`src/rtl/pipe_stage_skid.sv`:
```
// ----------------------------------------------------------------------------
// pipe_stage_skid
//   Flow-controlled pipeline stage register with a 2-entry skid buffer.
//   Carries {ctrl, data0, data1, rd} from one core stage to the next under a
//   valid/ready handshake. The entry presented downstream always lives in the
//   head register. A second (skid) register absorbs the one entry that can
//   arrive while the head is back-pressured. This keeps in_ready a plain flop
//   output with no combinational path from out_ready.
//
// Ports
//   clk, reset       clock; synchronous active-high reset
//   flush            synchronous kill of held and incoming entries
//   in_valid/ready   upstream handshake (in_ready is registered)
//   in_ctrl/data0/data1/rd   upstream payload
//   out_valid/ready  downstream handshake
//   out_ctrl/data0/data1/rd  head payload (out_ctrl squashed to 0 when idle)
//   occupancy        number of entries held (0..2)
//   stall_cycles     saturating count of cycles with out_valid & !out_ready
// ----------------------------------------------------------------------------

// Saturating up-counter; holds at all-ones instead of wrapping.
module pipe_stage_skid_satcnt #(
   parameter int W = 16
) (
   input  logic         clk,
   input  logic         reset,
   input  logic         inc,
   output logic [W-1:0] count
);
   always_ff @(posedge clk) begin
      if (reset)
         count <= '0;
      else if (inc && (count != {W{1'b1}}))
         count <= count + W'(1);
   end
endmodule

module pipe_stage_skid #(
   parameter int DATA_W      = 64,
   parameter int CTRL_W      = 2,
   parameter int RD_W        = 5,
   parameter int STALL_CNT_W = 16
) (
   input  logic                   clk,
   input  logic                   reset,
   input  logic                   flush,
   input  logic                   in_valid,
   output logic                   in_ready,
   input  logic [CTRL_W-1:0]      in_ctrl,
   input  logic [DATA_W-1:0]      in_data0,
   input  logic [DATA_W-1:0]      in_data1,
   input  logic [RD_W-1:0]        in_rd,
   output logic                   out_valid,
   input  logic                   out_ready,
   output logic [CTRL_W-1:0]      out_ctrl,
   output logic [DATA_W-1:0]      out_data0,
   output logic [DATA_W-1:0]      out_data1,
   output logic [RD_W-1:0]        out_rd,
   output logic [1:0]             occupancy,
   output logic [STALL_CNT_W-1:0] stall_cycles
);

   typedef struct packed {
      logic [CTRL_W-1:0] ctrl;
      logic [DATA_W-1:0] data0;
      logic [DATA_W-1:0] data1;
      logic [RD_W-1:0]   rd;
   } ent_t;

   typedef enum logic [1:0] {
      EMPTY = 2'd0,
      ONE   = 2'd1,
      TWO   = 2'd2
   } state_t;

   state_t     state_q, state_d;
   ent_t       head_q, skid_q, in_ent;
   logic       out_valid_q, in_ready_q;
   logic [1:0] occ_q, occ_d;
   logic       in_fire, out_fire;
   logic       head_ld_in, head_ld_skid, skid_ld;

   assign in_ent   = '{ctrl: in_ctrl, data0: in_data0, data1: in_data1, rd: in_rd};
   assign in_fire  = in_valid & in_ready_q;
   assign out_fire = out_valid_q & out_ready;

   // Next-state and load-enable decode. Flush overrides every transition and
   // suppresses all loads, so an entry accepted in the flush cycle is dropped.
   always_comb begin
      state_d      = state_q;
      head_ld_in   = 1'b0;
      head_ld_skid = 1'b0;
      skid_ld      = 1'b0;
      if (flush) begin
         state_d = EMPTY;
      end else begin
         case (state_q)
            EMPTY: begin
               if (in_fire) begin
                  head_ld_in = 1'b1;
                  state_d    = ONE;
               end
            end
            ONE: begin
               if (in_fire && out_fire) begin
                  // Head leaves as the new entry arrives: no bubble.
                  head_ld_in = 1'b1;
               end else if (in_fire) begin
                  skid_ld = 1'b1;
                  state_d = TWO;
               end else if (out_fire) begin
                  state_d = EMPTY;
               end
            end
            TWO: begin
               // in_ready is low here, so in_valid cannot fire.
               if (out_fire) begin
                  head_ld_skid = 1'b1;
                  state_d      = ONE;
               end
            end
            default: state_d = EMPTY;
         endcase
      end

      case (state_d)
         ONE:     occ_d = 2'd1;
         TWO:     occ_d = 2'd2;
         default: occ_d = 2'd0;
      endcase
   end

   // State plus its decoded outputs, all registered together so out_valid,
   // in_ready and occupancy come straight from flops.
   always_ff @(posedge clk) begin
      if (reset) begin
         state_q     <= EMPTY;
         out_valid_q <= 1'b0;
         in_ready_q  <= 1'b1;
         occ_q       <= 2'd0;
      end else begin
         state_q     <= state_d;
         out_valid_q <= (state_d != EMPTY);
         in_ready_q  <= (state_d != TWO);
         occ_q       <= occ_d;
      end
   end

   // Payload registers. On flush they keep stale contents; out_ctrl squashing
   // makes that harmless.
   always_ff @(posedge clk) begin
      if (reset) begin
         head_q <= '0;
         skid_q <= '0;
      end else begin
         if (head_ld_in)
            head_q <= in_ent;
         else if (head_ld_skid)
            head_q <= skid_q;
         if (skid_ld)
            skid_q <= in_ent;
      end
   end

   pipe_stage_skid_satcnt #(.W(STALL_CNT_W)) u_stall_cnt (
      .clk   (clk),
      .reset (reset),
      .inc   (out_valid_q & ~out_ready),
      .count (stall_cycles)
   );

   assign out_valid = out_valid_q;
   assign in_ready  = in_ready_q;
   assign occupancy = occ_q;
   // Bubble squash: an invalid slot never carries live control bits.
   assign out_ctrl  = out_valid_q ? head_q.ctrl : '0;
   assign out_data0 = head_q.data0;
   assign out_data1 = head_q.data1;
   assign out_rd    = head_q.rd;

endmodule

```
`config.mk`:
```
export PLATFORM = sky130hd
export DESIGN_NAME = pipe_stage_skid
export DESIGN_NICKNAME = d
export VERILOG_FILES = /design/src/rtl/pipe_stage_skid.sv
export SDC_FILE = /design/constraint.sdc
export NUM_CORES = 1
export LEC_CHECK = 0
export CORE_ASPECT_RATIO = 1.2
export CORE_MARGIN = 3
export CORE_UTILIZATION = 50
export CTS_CLUSTER_SIZE = 24
export DETAILED_ROUTE_END_ITERATION = 7
export DONT_BUFFER_PORTS = 1
export SETUP_SLACK_MARGIN = 0.5
export SLEW_MARGIN = 40
export SYNTH_ARGS = -nofsm -noshare
export SYNTH_HDL_FRONTEND = slang
export SYNTH_HIERARCHICAL = 1
export SYNTH_SLANG_ARGS = --single-unit
```
`constraint.sdc`:
```
create_clock -name clk -period 3.65 [get_ports clk]
set_clock_uncertainty 0.05 [all_clocks]
set_input_delay 0.1825 -clock clk [delete_from_list [all_inputs] [get_ports clk]]
set_output_delay 0.1825 -clock clk [all_outputs]
set_load 0.01 [all_outputs]
```
Word-level counts from Yosys, hierarchy flattened
Cells that the tools add are included.
Widths: inputs -> output; s select.
- add/sub/neg operators: 1
- multipliers: 0
- div/mod/pow operators: 0
- $lt $le $gt $ge: 0
- equality and inequality tests: 6
- shifts and indexed selects: 0
- mux-type cells: 21
- bitwise logic cells: 4
- reduce and logical (&&, ||, !) cells: 5
- operators by type and width (cell ; count):
    $mux 135 ; 2
    $add 16x1->16 const B ; 1
    $ne 16x16->1 const B ; 1
    $mux 2 ; 7
    $mux 1 ; 9
    $pmux 2 s3 ; 1
    $eq 2x1->1 const B ; 2
    $eq 2x2->1 const B ; 2
    $pmux 2 s2 ; 1
    $reduce_bool 2->1 ; 2
    $and 1x1->1 ; 3
    $logic_and 1x1->1 ; 2
    $logic_not 2->1 ; 1
    $ne 2x2->1 const B ; 1
    $pmux 1 s2 ; 1
    $not 1->1 ; 1
- bits in registers: 292
- bits in latches: 0
- RAM bits: 0
- bits in read-only memories: 0
- input port bits: 140
- output and inout bits: 155
- logic and storage cells: 50
- memories kept: 0

Longest topological paths before layout
- depth in word-level cells: 8
- mapped depth: 7
- gate-level depth less buffers: 5

Cells and area by module
Netlist, hierarchy kept.
- modules (own cells, without submodules) (module ; instances ; cells each ; area an instance (sq um) ; seq. area each (sq um)):
    pipe_stage_skid ; 1 ; 1573 ; 13191.4 ; 5525.3
    pipe_stage_skid_satcnt ; 1 ; 99 ; 848.3 ; 320.3

Worst setup path before layout
Ideal clock, no wire load.
- path type: register -> register
- from: reg out_valid_q, in the netlist out_valid
- to: reg u_stall_cnt.count[7]
- setup time: 0.070 ns
- data arrival time: 1.673 ns
- required time: 3.530 ns
- path slack: 1.856 ns
- cell stages (with the launch flop): 6
- buffers on the path: 1
- period minus slack after synthesis: 1.794 ns
- cells stage by stage: dfxtp_1 nor2b_1 nand2_1 clkbuf_1 or4_1 a21oi_1
- word-level cells in the longest chain between the ends: 2
- RTL lines (element ; line ; RTL):
    from (decl) ; 78 ; logic out_valid_q, in_ready_q;
    from (signal assigned) ; 143 ; out_valid_q <= (state_d != EMPTY);
    $and 1x1->1 ; 168 ; .inc (out_valid_q & ~out_ready),
    $logic_and 1x1->1 ; 33 ; else if (inc && (count != {W{1'b1}}))
    to (signal assigned) ; 34 ; count <= count + W'(1);
    to (decl) ; 28 ; output logic [W-1:0] count
No other way between the ends.
A chain may end at the register's enable or synchronous reset.

Worst setup path in the final report
- from: reg state_q[1]
- to: reg skid_q[55] in the netlist's numbering
- word-level cells in the longest chain between the ends: 3
- RTL lines (element ; line ; RTL):
    from (decl) ; 76 ; state_t state_q, state_d;
    from (signal assigned) ; 142 ; state_q <= state_d;
    $eq 2x1->1 ; 97 ; case (state_q)
    $mux 1 ; 97 ;
    $mux 1 ; 94 ; if (flush) begin
    to (signal assigned) ; 161 ; skid_q <= in_ent;
    to (decl) ; 77 ; ent_t head_q, skid_q, in_ent;
No other way between the ends.

==> out/results.md <==
| Group | Result | Reported |
| --- | --- | --- |
| worst setup path | Max Fanout on Critical Path | 49 |
| cts | Clock latency of the later-clocked register in the worst-skew pair | 550 ps |
| synthesis | Post-synth EDFFs | 0 |
| worst setup path | Largest stage delay on the critical path | 840 ps |
| synthesis | Top flip-flop cell by instance count after synthesis | sky130_fd_sc_hd__dfxtp_1 |
| worst setup path | Critical path cell sequence | and4bb_4 > buf_4 > nand3_1 > a21oi_1 > dlygate4sd3_1 |
| sta | Setup repair after global routing missed its margin | false |
| synthesis | Share of the yosys chip area belonging to registers | 41.6% |
| floorplan | Core area | 0.0274 mm² |
| detailed routing | Avg WL per Cell | 20.8 µm |
| worst setup path | Type of the worst setup path | register to register |
| synthesis | Cell count after synthesis | 1672 |
| synthesis | Syn_nets | 1813 |
| grt | Total congestion overflow after global routing | 0 |
| worst setup path | Startpoint of the worst register-to-register path | state_q[1] |
| sta | Max frequency | 343 MHz |
| synthesis | Number of warning messages in the yosys log | 6 |
| hold path | Hold Crit Endpoint | skid_q[19] |
| grt | Number of antenna violations at the first check in global routing | 0 |
| sta | Post-layout min period | 2910 ps |
| worst setup path | Arrival @ worst endpoint | 3360 ps |
| detailed routing | Drt drc | 0 |
| place | Number of placed instances with taps included | 1732 |
| worst setup path | Required time reported for the critical path endpoint | 4090 ps |
| cts | Level count of the clock H-tree | 1 |
| synthesis | Combined area of all synthesized cells | 0.0140 mm² |
| sta | Pin slew with the least headroom to its limit | 902 ps |
| layout | Non-filler cells in the finished layout | 2002 |
| detailed routing | DRT Wirelength | 41600 µm |
| sta | Count of final hold-check violations | 0 |
| worst setup path | CP max-delay cell | sky130_fd_sc_hd__and4bb_4 |
| hold path | Class of the most critical hold timing path | input port to register |
| sta | Ratio of final minimum period to clock period | 79.8% |
| grt | GRT Overall Usage | 25.7% |
| cts | Worst-case clock buffer depth | 3 |
| worst setup path | Worst R2R Setup Slack | 740 ps |
| power and ir drop | Leakage component of the power | 5.29 nW |
| cts | Buffer type at the clock tree root | sky130_fd_sc_hd__clkbuf_16 |
| floorplan | Num ports | 295 |
| cts | Number of CTS-inserted buffers | 31 |
| sta | Final setup TNS | 0 ps |
| floorplan | X dimension of the die | 159 µm |
| cts | Clock-pin slew of the registers on the worst-case setup and hold paths | 60 ps |
| detailed routing | Total iterations of the first detailed-routing run | 5 |
| detailed routing | Via count normalized by instance count | 6.30 |
| layout | Fraction of layout cells with a size suffix above 1 | 4.73% |
| sta | Normalized max-slew margin | 39.8% |
| floorplan | Die span in y | 190 µm |
| place | Half-perimeter wire length after detailed placement | 20200 µm |
| sta | Final hold slack | 125 ps |
| cts | CTS tree | done |
| layout | Synth-to-Final Area Change | 14.6% |
| flow run | Max-cap violations | 0 |
| hold path | Hold Path Cell Cnt | 2 |
| worst setup path | Number of cells on the worst reg-to-reg path | 5 |
| worst setup path | CP Buf/Inv Count | 2 |
| run status | Run status | completed |
| cts | Buffers inserted during post-CTS setup optimization | 0 |
| floorplan | Number of placement rows | 66 |
| worst setup path | Family with the most delay on the worst path | buffers and inverters |
| detailed routing | Remaining antenna violation count | 0 |
| power and ir drop | Worst IR Drop VDD | 0.389 mV |
| detailed routing | Iteration-0 DRC count of the detailed router | 1202 |
| worst setup path | Kind of end point of the critical path | register |
| sta | Number of setup violations in the final report | 0 |
| grt | Maximum number of pins on one net before global-route repair | 170 |
| place | Quantity of I/O buffers inserted on ports | 0 |
| worst setup path | Number of stages on the worst setup path | 5 |
| synthesis | Synth Area per Inst | 8.40 µm² |
| power and ir drop | P per Cell Area | 451 mW/mm² |
| floorplan | Area of the die | 0.0301 mm² |
| synthesis | FFs w/ async S/R, synth | 0% |
| hold path | Startpoint of the most critical hold path | reset |
| synthesis | Register bit count reported by yosys | 292 |
| layout | Number of nets in the final layout | 1749 |
| place | Global placer's final weighted congestion | 0.779 |
| detailed routing | Overall via count from detail_route | 12608 |
| worst setup path | Startpoint type of the worst setup path | register |
| grt | Global-route wire length before repair | 66000 µm |
| grt | Via count of the first global-routing pass | 12181 |
| synthesis | Post-synthesis cell type count | 44 |
| sta | Count of pins over their slew limit | 0 |
| worst setup path | Reg-to-Reg End | skid_q[55] |
| floorplan | Effective utilization at floorplan | 51.2% |
| cts | TritonCTS sink count | 292 |
[kinds of logic (layout without fill, tap and decap cells)]
kind of cell	count (synthesis)	in the layout	share of synthesized area [%]
and+or+nand+nor	470	471	20.0
DFF	292	292	41.6
xor gates and xnor gates	2	2	0.125
adders and majority gates	1	1	0.0891
muxes	2	2	0.151
other	0	1	0
AOI/OAI and AO/OA	569	569	24.2
buffers and inverters	336	290	13.8
[synthesized netlist by cell type, types with 2 or more instances]
library cell / n / area share (%)
sky130_fd_sc_hd__buf_4: 148 / 7.9
sky130_fd_sc_hd__nand3_1: 141 / 5.0
sky130_fd_sc_hd__nor2_1: 7 / 0.19
sky130_fd_sc_hd__nand2_1: 8 / 0.21
sky130_fd_sc_hd__and4_1: 5 / 0.31
sky130_fd_sc_hd__o21a_1: 2 / 0.11
sky130_fd_sc_hd__clkbuf_1: 117 / 3.1
sky130_fd_sc_hd__o21ai_1: 24 / 0.86
sky130_fd_sc_hd__xnor2_1: 2 / 0.12
sky130_fd_sc_hd__o31ai_1: 6 / 0.32
sky130_fd_sc_hd__buf_2: 56 / 2.0
sky130_fd_sc_hd__inv_1: 5 / 0.13
sky130_fd_sc_hd__a21oi_1: 146 / 5.2
sky130_fd_sc_hd__o21ai_0: 251 / 8.9
sky130_fd_sc_hd__nand3b_1: 137 / 7.3
sky130_fd_sc_hd__or4_1: 7 / 0.37
sky130_fd_sc_hd__and2_1: 2 / 0.089
sky130_fd_sc_hd__a311oi_1: 135 / 8.4
sky130_fd_sc_hd__nand4_1: 4 / 0.18
sky130_fd_sc_hd__and4b_1: 2 / 0.14
sky130_fd_sc_hd__dfxtp_1: 292 / 42
sky130_fd_sc_hd__nor4_1: 2 / 0.089
sky130_fd_sc_hd__nor3_1: 139 / 5.0
sky130_fd_sc_hd__or3_1: 3 / 0.13
sky130_fd_sc_hd__buf_6: 7 / 0.56
sky130_fd_sc_hd__buf_1: 3 / 0.080
sky130_fd_sc_hd__nor2b_1: 4 / 0.18
[how the worst max path moves through the flow]
stage                           from               endpoint  slack, ps
final                     state_q[1]             skid_q[55]        740
after detailed placement   out_valid  u_stall_cnt/count[11]       1230
after CTS                  out_valid          out_data0[63]        700
after floorplan            out_valid   u_stall_cnt/count[7]       1860
after global routing      state_q[1]             skid_q[55]        560
after global placement     out_valid  u_stall_cnt/count[11]       1280
[state kept, by name, indices dropped and copies added (netlist names)]
name / flops
head_q: 2
occupancy: 2
out_rd: 5
u_stall_cnt/count: 16
out_data0: 64
out_data1: 64
in_ready: 1
skid_q: 135
state_q: 2
out_valid: 1
[layout make-up]
| type | instances | area, µm² |
|---|---|---|
| Multi-Input combinational cell | 1045 | 6320 |
| Clock buffer | 47 | 916 |
| Sequential cell | 292 | 5850 |
| Timing Repair Buffer | 233 | 2430 |
| Clock inverter | 5 | 78.8 |
| Tap cell | 374 | 468 |
| Antenna cell | 1 | 2.50 |
| Fill cell | 2425 | 11300 |
| Inverter | 5 | 18.8 |
[metrics by stage]
| step | setup slack [ps] | instance area (µm²) | utilization [%] | power [mW] |
|---|---|---|---|---|
| after detailed placement | 1230 | 12900 | 46.9 | 3.97 |
| after global routing | 563 | 16100 | 58.7 | 7.51 |
| after floorplan | 1860 | 14000 | - | 4.06 |
| after CTS | 701 | 16000 | 58.5 | 7.30 |
| final | 739 | 16100 | 58.7 | 7.25 |
| after global placement | 1280 | 12900 | 46.9 | 3.96 |
[worst reg2reg max path: stages (launching register included)]
cell and delay [ps]:
sky130_fd_sc_hd__dfxtp_1 450, sky130_fd_sc_hd__and4bb_4 840, sky130_fd_sc_hd__buf_4 630, sky130_fd_sc_hd__nand3_1 190, sky130_fd_sc_hd__a21oi_1 140, sky130_fd_sc_hd__dlygate4sd3_1 550
[power by group]
group	switching (mW)	total, mW	leakage [nW]	internal, mW
Combinational	0.372	0.660	2.42	0.288
Clock	1.26	3.11	0.489	1.85
Sequential	0.158	3.48	2.38	3.32
[repair_timing]
action                                 4_1_cts  5_1_grt
hold buffers                               215        0
resized for setup                            0        1
setup endpoints to repair                    0        4
endpoints found under the hold margin      292        0
[routing by layer]
layer,track usage [%],wire [µm],vias to the layer above
met5,0,0,-
met4,7.41,1030,0
met1,33.5,17500,6160
met2,42.4,19700,425
li1,-,-,5959
met3,6.45,3370,64
[layout by cell type (no fill, tap or decap), types with 8 or more instances in the layout]
cell,instances
sky130_fd_sc_hd__clkbuf_16,31
sky130_fd_sc_hd__nand3_1,141
sky130_fd_sc_hd__nand3b_1,137
sky130_fd_sc_hd__o21ai_0,251
sky130_fd_sc_hd__dfxtp_1,291
sky130_fd_sc_hd__nand2_1,8
sky130_fd_sc_hd__dlygate4sd3_1,213
sky130_fd_sc_hd__clkbuf_8,8
sky130_fd_sc_hd__buf_4,9
sky130_fd_sc_hd__nor3_1,139
sky130_fd_sc_hd__a311oi_1,135
sky130_fd_sc_hd__a21oi_1,146
sky130_fd_sc_hd__clkbuf_1,8
sky130_fd_sc_hd__o21ai_1,24
Note: power is estimated with default switching activity, not from simulation.
